**config.mk**
```make
export PLATFORM = sky130hd
export DESIGN_NAME = arp_vlg_tx
export DESIGN_NICKNAME = d
export VERILOG_FILES = /design/src/rtl/arp_vlg_tx.sv
export SDC_FILE = /design/constraint.sdc
export NUM_CORES = 1
export LEC_CHECK = 0
export ABC_AREA = 1
export BUFFER_PORTS_ARGS = -buffer_cell sky130_fd_sc_hd__buf_2
export CAP_MARGIN = 20
export CELL_PAD_IN_SITES_DETAIL_PLACEMENT = 0
export CELL_PAD_IN_SITES_GLOBAL_PLACEMENT = 1
export CORE_ASPECT_RATIO = 1.2
export CORE_MARGIN = 2
export CORE_UTILIZATION = 35
export CTS_BUF_LIST = sky130_fd_sc_hd__clkbuf_4 sky130_fd_sc_hd__clkbuf_8
export CTS_CLUSTER_SIZE = 30
export DETAILED_ROUTE_END_ITERATION = 6
export PLACE_DENSITY = 0.78
export SKIP_LAST_GASP = 1
export SLEW_MARGIN = 0
export SYNTH_ARGS = -nofsm -noshare
export SYNTH_HDL_FRONTEND = slang
export SYNTH_SLANG_ARGS = --single-unit
```
**constraint.sdc**
```tcl
create_clock -name clk -period 2.6 [get_ports clk]
set_clock_uncertainty 0.05 [all_clocks]
set_input_delay 0.52 -clock clk [delete_from_list [all_inputs] [get_ports clk]]
set_output_delay 0.52 -clock clk [all_outputs]
set_load 0.05 [all_outputs]
```
**src/rtl/arp_vlg_tx.sv**
```systemverilog
// ARP transmitter: serializes ARP request/reply frames (28-byte header plus zero pad)
// into a byte stream with MAC destination / ethertype sideband for mac_vlg_tx.
module arp_vlg_tx #(
   parameter int unsigned PAD_LEN = 46
) (
   input  logic        clk,
   input  logic        rst,
   input  logic [47:0] dev_mac,
   input  logic [31:0] dev_ipv4,
   input  logic        req_v,
   input  logic [31:0] req_ipv4,
   input  logic        rep_v,
   input  logic [47:0] rep_mac,
   input  logic [31:0] rep_ipv4,
   output logic        busy,
   output logic        done,
   output logic [7:0]  tx_dat,
   output logic        tx_val,
   input  logic        tx_rdy,
   output logic        tx_sof,
   output logic        tx_eof,
   output logic [47:0] tx_dst_mac,
   output logic [15:0] tx_ethertype
);

   localparam int unsigned HDR_LEN = 28;
   localparam int unsigned FRM_LEN = (PAD_LEN > HDR_LEN) ? PAD_LEN : HDR_LEN;
   localparam int unsigned CNT_W   = $clog2(FRM_LEN + 1);

   typedef enum logic [1:0] {idle_s, hdr_s, pad_s} state_t;

   state_t           state, state_nx;
   logic [CNT_W-1:0] byte_cnt, byte_cnt_nx;
   logic             done_nx;
   logic             start, start_rep;
   logic             accept, last_byte;

   logic             rep_pend, req_pend;
   logic [47:0]      rep_mac_q;
   logic [31:0]      rep_ipv4_q, req_ipv4_q;
   logic [47:0]      sel_rep_mac;
   logic [31:0]      sel_rep_ipv4, sel_req_ipv4;

   logic             frm_rep;
   logic [47:0]      frm_sha, frm_tha;
   logic [31:0]      frm_spa, frm_tpa;
   logic [8*HDR_LEN-1:0] hdr_vec;

   assign tx_ethertype = 16'h0806;
   assign tx_val       = (state != idle_s);
   assign busy         = tx_val;
   assign accept       = tx_val & tx_rdy;
   assign last_byte    = (byte_cnt == CNT_W'(FRM_LEN - 1));
   assign tx_sof       = tx_val & (byte_cnt == '0);
   assign tx_eof       = tx_val & last_byte;

   // A pulse arriving in the start cycle is used directly instead of the stale latch.
   assign sel_rep_mac  = rep_v ? rep_mac  : rep_mac_q;
   assign sel_rep_ipv4 = rep_v ? rep_ipv4 : rep_ipv4_q;
   assign sel_req_ipv4 = req_v ? req_ipv4 : req_ipv4_q;

   always_ff @(posedge clk) begin
      if (rst) begin
         state    <= idle_s;
         byte_cnt <= '0;
         done     <= 1'b0;
      end else begin
         state    <= state_nx;
         byte_cnt <= byte_cnt_nx;
         done     <= done_nx;
      end
   end

   always_comb begin
      state_nx    = state;
      byte_cnt_nx = byte_cnt;
      done_nx     = 1'b0;
      start       = 1'b0;
      start_rep   = 1'b0;
      case (state)
         idle_s: begin
            if (rep_pend | rep_v | req_pend | req_v) begin
               start       = 1'b1;
               start_rep   = rep_pend | rep_v;
               state_nx    = hdr_s;
               byte_cnt_nx = '0;
            end
         end
         hdr_s, pad_s: begin
            if (accept) begin
               if (last_byte) begin
                  state_nx    = idle_s;
                  byte_cnt_nx = '0;
                  done_nx     = 1'b1;
               end else begin
                  byte_cnt_nx = byte_cnt + 1'b1;
                  if (state == hdr_s && byte_cnt == CNT_W'(HDR_LEN - 1))
                     state_nx = pad_s;
               end
            end
         end
         default: state_nx = idle_s;
      endcase
   end

   always_ff @(posedge clk) begin
      if (rst) begin
         rep_pend   <= 1'b0;
         req_pend   <= 1'b0;
         rep_mac_q  <= '0;
         rep_ipv4_q <= '0;
         req_ipv4_q <= '0;
         frm_rep    <= 1'b0;
         frm_sha    <= '0;
         frm_spa    <= '0;
         frm_tha    <= '0;
         frm_tpa    <= '0;
         tx_dst_mac <= '0;
      end else begin
         if (start && start_rep) begin
            rep_pend <= 1'b0;
         end else if (rep_v) begin
            rep_pend   <= 1'b1;
            rep_mac_q  <= rep_mac;
            rep_ipv4_q <= rep_ipv4;
         end
         if (start && !start_rep) begin
            req_pend <= 1'b0;
         end else if (req_v) begin
            req_pend   <= 1'b1;
            req_ipv4_q <= req_ipv4;
         end
         if (start) begin
            frm_rep    <= start_rep;
            frm_sha    <= dev_mac;
            frm_spa    <= dev_ipv4;
            frm_tha    <= start_rep ? sel_rep_mac  : '0;
            frm_tpa    <= start_rep ? sel_rep_ipv4 : sel_req_ipv4;
            tx_dst_mac <= start_rep ? sel_rep_mac  : '1;
         end
      end
   end

   assign hdr_vec = {16'h0001, 16'h0800, 8'h06, 8'h04, 8'h00,
                     (frm_rep ? 8'h02 : 8'h01),
                     frm_sha, frm_spa, frm_tha, frm_tpa};

   always_comb begin
      tx_dat = '0;
      if (state == hdr_s) begin
         for (int unsigned i = 0; i < HDR_LEN; i++) begin
            if (byte_cnt == CNT_W'(i))
               tx_dat = hdr_vec[8*(HDR_LEN-1-i) +: 8];
         end
      end
   end

endmodule

```
== After elaboration in Yosys (flattened, before gate mapping) ==
Cells that the tools add are included.
Widths: inputs -> output; s select.
Storage, ports and cells
  flip-flop bits (word level): 332
Operators by class
  add/sub/neg operators: 1
  eq/ne operators: 33
  multiplexer cells: 49
  bitwise operators: 8
  reduce and logical (&&, ||, !) cells: 14
Operator list (count)
  $mux 8: 27
  $mux 48: 3
  $mux 32: 3
  $eq 6x5->1 const B: 12
  $eq 6x4->1 const B: 8
  $eq 6x3->1 const B: 4
  $mux 6: 3
  $eq 6x2->1 const B: 2
  $pmux 6 s2: 1
  $mux 2: 5
  $add 6x1->6 const B: 1
  $eq 6x1->1 const B: 1
  $eq 6x6->1 const B: 1
  $logic_not 6->1: 1
  $mux 1: 6
  $reduce_and 3->1: 2
  $reduce_or 2->1: 3
  $ne 2x2->1 const B: 2
  $pmux 2 s2: 1
  $reduce_bool 2->1: 2
  $and 1x1->1: 3
  $logic_and 1x1->1: 3
  $ne 3x3->1 const B: 1
  $or 1x1->1: 3
  6 further kinds: 7

== Depth between registers and ports, before layout ==
Gate-level depths: netlist of run 1.
  word-level depth: 29
  mapped depth: 26
  gate-level depth less buffers: 26

== Least setup slack after synthesis of run 1 ==
Ideal clock, no wire load.
  kind: reg-to-output
  start point: reg byte_cnt[0]
  end point: out tx_dat[4]
  data arrival time: 2868 ps
  slack: -838 ps
  stages on the path, launching flop included: 22
  path buffers: 1
  cell sequence: dfxtp_1 > ha_1 > clkbuf_1 > inv_1 > nor2_1 > inv_2 > nor2_4 > clkinv_1 > nand2_1 > o21bai_1 > nand2_1 > nand3_1 > nand3_1 > nand2_1 > nand2_1 > nand3_1 > nand2_1 > nand2_1 > nand2_1 > nand2_1 > nand2_1 > a21oi_1
Between the ends
  longest elaborated chain between the ends: 27
Ends and longest elaborated chain
  from (decl): RTL line 33  | logic [CNT_W-1:0] byte_cnt, byte_cnt_nx;
  from (signal assigned): RTL line 69  | byte_cnt <= byte_cnt_nx;
  $eq 6x2->1: RTL line 152  | if (byte_cnt == CNT_W'(i))
  $mux 8 (24 in series): RTL line 152
  $mux 8 (*): RTL line 152
  $mux 8 (*): RTL line 150  | if (state == hdr_s) begin
  to (decl): RTL line 17  | output logic [7:0] tx_dat,
Every way passes the cells marked *; elsewhere a longest branch is shown, timed or not.

== Final worst setup path of run 1 ==
  start point: reg byte_cnt[5]
  end point: out tx_dat[3]
Between the ends
  longest elaborated chain between the ends: 28
Ends and longest elaborated chain (RTL line)
  $eq 6x2->1: 152
  $mux 8 (25 in series): 152
  $mux 8 (*): 152
  $mux 8 (*): 150
Marked as above.

==> impl_metrics.toml, run 1 <==
[drt]
drc = 0
routedWlPerCell_um = 16.6
dr.first_iter.drc_count = 881
drtPass1Iterations = 5
finalWirelength_mm = 48.0
detail_route.vias_per_cell = 5.01
vias = 14500
drtAntennaViolNets = 0

[synth]
synth_top_area_cell = "dfxtp_1"
synthTopCellsByCount = "dfxtp_1 (332), nand2_1 (326), nor2_1 (306), o21ai_0 (270), a21oi_1 (203)"
yosysTopAreaCellShare_pct = 45.0
ys_types = 39
ys_ff_latch = 332
seq_area_frac_synth_pct = 45.0
synth.avg_cell_area_sq_um = 7.35
synth.most_common_cell = "dfxtp_1"
synth-edff-count = 0
yosysWarnings = 0
postSynthCellCount = 2012
synth_flop_cell = "dfxtp_1"
mappedNetlistArea_sq_mm = 0.0148
async_flop_share_pct = 0
yosys-top-cells-area = "dfxtp_1 (45%), o21ai_0 (9.1%), nand2_1 (8.3%)"

[placement]
pre_cts_ws_ps = -761
io_buffers = 257
placed_cells = 2773
dpl_cell_area_sq_mm = 0.0172
dpl.hpwl_mm = 34.1
place.gp.congestion = 0.862

[worst_setup_path]
ff2ff_path_depth = 11
crit_type = "reg2out"
path_buf_inv = 2
worst-path-max-fanout = 8
slowest_delay_ps = 360
crit_path_top_delay_cell = "dfxtp_4"
path_common_cell = "nand2_1"
required_ps = 2030
start_kind = "register"
crit_cells = 23
worstPathCellList = "nor2_4, buf_6, nand3_4, or2_0, nand3_1, nand3_2, o21ai_2, nand2_1, nand2_1, nand2_1, nand2_1, nand3_1, nand2_1, nand2_2, nand2_2, nand3_2, nand2_2, nand2_1, nand2_1, nand4_1, nand2_2, a21oi_4, buf_6"
cp.arrival_ps = 3220
endpoint_kind = "primary output"
path_delay_family = "simple AND/OR/NAND/NOR gates"

[power_and_ir_drop]
ir_worst_vdd_mv = 0.552
pwr_density_cell_mw_per_mm2 = 1050
power_w = 0.0200
p_leak_nw = 8.15

[sta]
tightest_slew_ps = 614
max_freq_ghz = 0.264
fin_ws_ps = -1190
grt_setup_unrepaired = "yes"
post-route-period-util_pct = 146
period_needed_ps = 3790
slew_headroom_pct = 59.1
hold_violations = 0
slew_viol_final = 0
whs_ps = 80.3
setup_viol = 9

[cells_and_area]
seq_area_sq_mm = 0.00667
fin_nets = 2502
multi_input_area_sq_mm = 0.00772
drive_gt1_share_pct = 29.8
instances_no_fill = 2895
area_growth_pct = 28.5
fillers = 4307
final_area_sq_mm = 0.0190

[status]
failed_checks = "negative setup slack"
status = "finished, violations left"

[floorplan]
die_y_um = 229
dieWidth_um = 192
die_area_sq_mm = 0.0439
num_rows = 82
ios = 274
start_util_pct = 35.4
fp.coreArea_sq_mm = 0.0418

[global_route]
antenna_found_initial = 8
gr-total-overflow = 0
grt_pass1_vias = 14200
grt_pass1_wl_mm = 75.4
grt_use_total_pct = 21.4
grt_max_degree = 114

[clocking]
clk_latency_ps = 620
cts-buffers-inserted = 56
clockBufferDepth = 3
cts_tree = "yes"
cts_sinks = 332
root_buffer = "clkbuf_8"
ctsHtreeMaxLevel = 2
clkTransAtPathRegs_ps = 70

[worst_hold_path]
holdPathStages = 3
min_path_type = "in2reg"

[flow_run]
max_cap_viol_count = 0
worst paths after layout:
path / slack [ps] / end / startpoint
min reg2reg: 410 / frm_tha[4]$_SDFFE_PP0P_ / frm_tha[4]$_SDFFE_PP0P_
max reg2reg: 210 / byte_cnt[5]$_SDFFE_PP0P_ / state[0]$_SDFFE_PP0P_
min: 80 / frm_spa[31]$_SDFFE_PP0P_ / dev_ipv4[31]
max: -1190 / tx_dat[3] / byte_cnt[5]$_SDFFE_PP0P_
logic make-up (layout without fill, tap and decap cells):
group	count (synthesis)	in the layout	share of synthesized area [%]
adder cells (fa/ha/maj)	6	6	0.508
other	2	21	0.0508
buffers and inverters	216	533	5.96
flip-flops	332	332	45.0
AO/OA/AOI/OAI	605	605	22.4
multiplexers	33	33	2.23
AND/OR/NAND/NOR	818	819	23.9
worst min-delay path, delay by kind of cell:
kind	cells	cell delay (ps)
buffers and inverters	1	80
and+or+nand+nor	2	110
sequential cells by signal (all words and copies together), names as in the netlist, 2 cells and up:
register,count
frm_sha,48
frm_tha,48
rep_mac_q,48
tx_dst_mac,48
frm_spa,32
frm_tpa,32
rep_ipv4_q,32
req_ipv4_q,32
byte_cnt,6
state,2
power by group:
part | switching (W) | internal, W | total [W] | leakage [nW]
combinational | 0.00474 | 0.00212 | 0.00686 | 4.72
sequential | 0.000992 | 0.00687 | 0.00786 | 2.76
clock | 0.00220 | 0.00306 | 0.00526 | 0.680
final cells by class:
class | instances | share of cell area (%)
inverter | 59 | 1.35
tap | 546 | 3.60
clock inverter | 13 | 0.817
clock buffer | 90 | 5.96
sequential | 332 | 35.1
antenna | 5 | 0.0659
timing repair buffer | 371 | 12.4
multi-input combinational | 1479 | 40.7
repair_timing:
action | in CTS | in global routing
pin swaps | 26 | 42
hold buffers | 0 | 0
gates cloned | 0 | 1
setup endpoints to repair | 10 | 10
resized for setup | 65 | 42
setup buffers | 3 | 10
metal layers:
metal | part of all wire (%) | global-route usage (%) | vias up
met4 | 2.3 | 7.02 | 4
met5 | 0.058 | 0 | -
li1 | - | - | 7333
met3 | 5.9 | 3.08 | 85
met2 | 46 | 34.4 | 406
met1 | 46 | 29.3 | 6667
stage by stage:
stage | setup TNS [ps] | utilization [%]
global placement | -5320 | 41.3
CTS | -9690 | 45.0
global route | -11170 | 45.5
floorplan | -1340 | -
finish | -9050 | 45.5
detailed placement | -5520 | 41.3
placed cells by master (no fill, tap or decap), types with 8 or more instances in the layout:
| cell type | instances |
|---|---|
| a211oi_1 | 65 |
| a21oi_1 | 195 |
| a21oi_4 | 8 |
| a31oi_1 | 33 |
| buf_12 | 11 |
| buf_2 | 246 |
| buf_4 | 100 |
| buf_6 | 13 |
| clkbuf_4 | 17 |
| clkbuf_8 | 73 |
| conb_1 | 16 |
| dfxtp_1 | 326 |
| inv_1 | 33 |
| inv_2 | 14 |
| mux2i_1 | 33 |
| nand2_1 | 292 |
| nand2_2 | 34 |
| nand3_1 | 25 |
| nand3_2 | 13 |
| nand4_1 | 9 |
| nor2_1 | 297 |
| nor2_4 | 14 |
| o21a_1 | 17 |
| o21ai_0 | 267 |
| o31ai_1 | 8 |
| or2_2 | 104 |
Power figures use the tool's default switching activity.
==> inputs of run 2 (changes only) <==
--- a/config.mk
+++ b/config.mk
@@ -10,7 +10,6 @@
 export CAP_MARGIN = 20
 export CELL_PAD_IN_SITES_DETAIL_PLACEMENT = 0
 export CELL_PAD_IN_SITES_GLOBAL_PLACEMENT = 1
-export CORE_ASPECT_RATIO = 1.2
 export CORE_MARGIN = 2
 export CORE_UTILIZATION = 35
 export CTS_BUF_LIST = sky130_fd_sc_hd__clkbuf_4 sky130_fd_sc_hd__clkbuf_8
==> run 2 against run 1 <==
Against the previous run: the flow still finishes with violations (negative setup slack); sequential power barely moved; register-to-register slack barely moved; combinational power barely moved; via count rose by 0.25%; sequential cell count did not move; critical path depth rose by 2; die area barely moved; fmax fell by 1.2%; worst setup slack got worse by 48 ps.
==> impl_metrics.toml, run 2 (same netlist as run 1, synthesis figures left out) <==
[cells_and_area]
final_common_cell = "dfxtp_1"
area_growth_pct = 28.2
fin_nets = 2497
drive_gt1_share_pct = 28.8
layout_common_cells = "dfxtp_1 (326), nand2_1 (311), nor2_1 (297), o21ai_0 (269), buf_2 (246)"
instances_no_fill = 2882

[worst_setup_path]
worst-path-max-fanout = 4
start_kind = "register"
required_ps = 2030
path_delay_family = "simple AND/OR/NAND/NOR gates"
cp.arrival_ps = 3270
path_common_cell = "nand2_1"
crit_path_top_delay_cell = "dfxtp_4"
slowest_delay_ps = 370
endpoint_kind = "primary output"
ff2ff_path_depth = 10
path_buf_inv = 4
crit_type = "reg2out"
crit_cells = 25

[floorplan]
start_util_pct = 35.3
die_y_um = 210
dieWidth_um = 210
ios = 274
fp.coreArea_sq_mm = 0.0419
num_rows = 75
die_area_sq_mm = 0.0439

[sta]
setup_viol = 9
period_needed_ps = 3840
post-route-period-util_pct = 148
grt_setup_unrepaired = "yes"
tightest_slew_ps = 683
slew_viol_final = 0
max_freq_ghz = 0.261
slew_headroom_pct = 54.5
hold_violations = 0
whs_ps = 62.0
fin_ws_ps = -1240

[placement]
place.gp.congestion = 0.882
dpl.hpwl_mm = 33.8
placed_cells = 2760
io_buffers = 257

[clocking]
ctsHtreeMaxLevel = 2
cts_hold_buf = 0
root_buffer = "clkbuf_8"
clockBufferDepth = 3
cts_sinks = 332
cts_tree = "yes"
clk_latency_ps = 640
cts-buffers-inserted = 57
clkTransAtPathRegs_ps = 70

[worst_hold_path]
min_path_type = "in2reg"
holdPathStages = 3

[power_and_ir_drop]
p_leak_nw = 8.09
pwr_density_cell_mw_per_mm2 = 1060
ir_worst_vdd_mv = 0.651

[drt]
drc = 0
detail_route.vias_per_cell = 5.04
routedWlPerCell_um = 16.8
dr.first_iter.drc_count = 1097
drtAntennaViolNets = 0
drtPass1Iterations = 5
finalWirelength_mm = 48.3
vias = 14500

[global_route]
grt_pass1_wl_mm = 74.4
grt_pass1_vias = 13600
grt_max_degree = 129
gr-total-overflow = 0
antenna_found_initial = 5
grt_use_total_pct = 21.3

[flow_run]
max_cap_viol_count = 0

[status]
failed_checks = "negative setup slack"
status = "finished, violations left"
run 2: cell count changes in the layout (fill, tap and decap cells not counted), moves of 4 or more:
| cell | before | now |
|---|---|---|
| nand2_1 | 292 | 311 |
| buf_12 | 11 | 15 |
| buf_4 | 100 | 89 |
| nand2_2 | 34 | 14 |
run 2: layout make-up:
type                    count  area [sq um]
fillers                  4267         22900
multi-input cells        1478          7650
clock buffers              90          1120
flip-flops and latches    332          6660
clock inverters            16           203
well taps                 539           674
repair buffers            366          2380
diodes                      2          5.00
inverters                  59           258
run 2: timing repair:
item | CTS | global route
resized for setup | 54 | 26
endpoints found under the hold margin | 0 | 0
setup endpoints to repair | 10 | 18
pin swaps | 16 | 32
buffers inserted | 8 | 7
run 2: tightest hold or removal path: stages:
cell    delay (ps)
buf_2           70
nor2_1          30
nor2_1          80
run 2: final timing paths:
| path | from | slack (ps) | endpoint |
|---|---|---|---|
| max reg2reg | state[1]$_SDFFE_PP0P_ | 200 | byte_cnt[3]$_SDFFE_PP0P_ |
| max | byte_cnt[0]$_SDFFE_PP0P_ | -1240 | tx_dat[1] |
| min | dev_ipv4[22] | 60 | frm_spa[22]$_SDFFE_PP0P_ |
| min reg2reg | frm_tha[45]$_SDFFE_PP0P_ | 420 | frm_tha[45]$_SDFFE_PP0P_ |
run 2: power breakdown:
part	total [W]	internal [W]	switching, W
Combinational	0.00686	0.00210	0.00476
Sequential	0.00786	0.00687	0.000987
Clock	0.00538	0.00314	0.00223
Total	0.0201	0.0121	0.00798
run 2: through the flow:
| step | setup TNS [ps] | total power (W) | area, sq um | setup slack, ps | utilization (%) |
|---|---|---|---|---|---|
| after floorplan | -1340 | 0.0125 | 15000 | -202 | - |
| after global placement | -4930 | 0.0145 | 17200 | -679 | 41.2 |
| after detailed placement | -5320 | 0.0146 | 17200 | -694 | 41.2 |
| after CTS | -9820 | 0.0202 | 18800 | -1250 | 44.9 |
| after global routing | -11800 | 0.0213 | 18900 | -1550 | 45.3 |
| final | -9430 | 0.0201 | 18900 | -1240 | 45.3 |
run 2: per-layer routing:
layer	wire length [um]	track usage, %	share of wire [%]
met5	42	0	0.087
met3	3380	4.49	7.0
met1	23400	30.9	49
met2	20800	32.0	43
met4	692	5.80	1.4
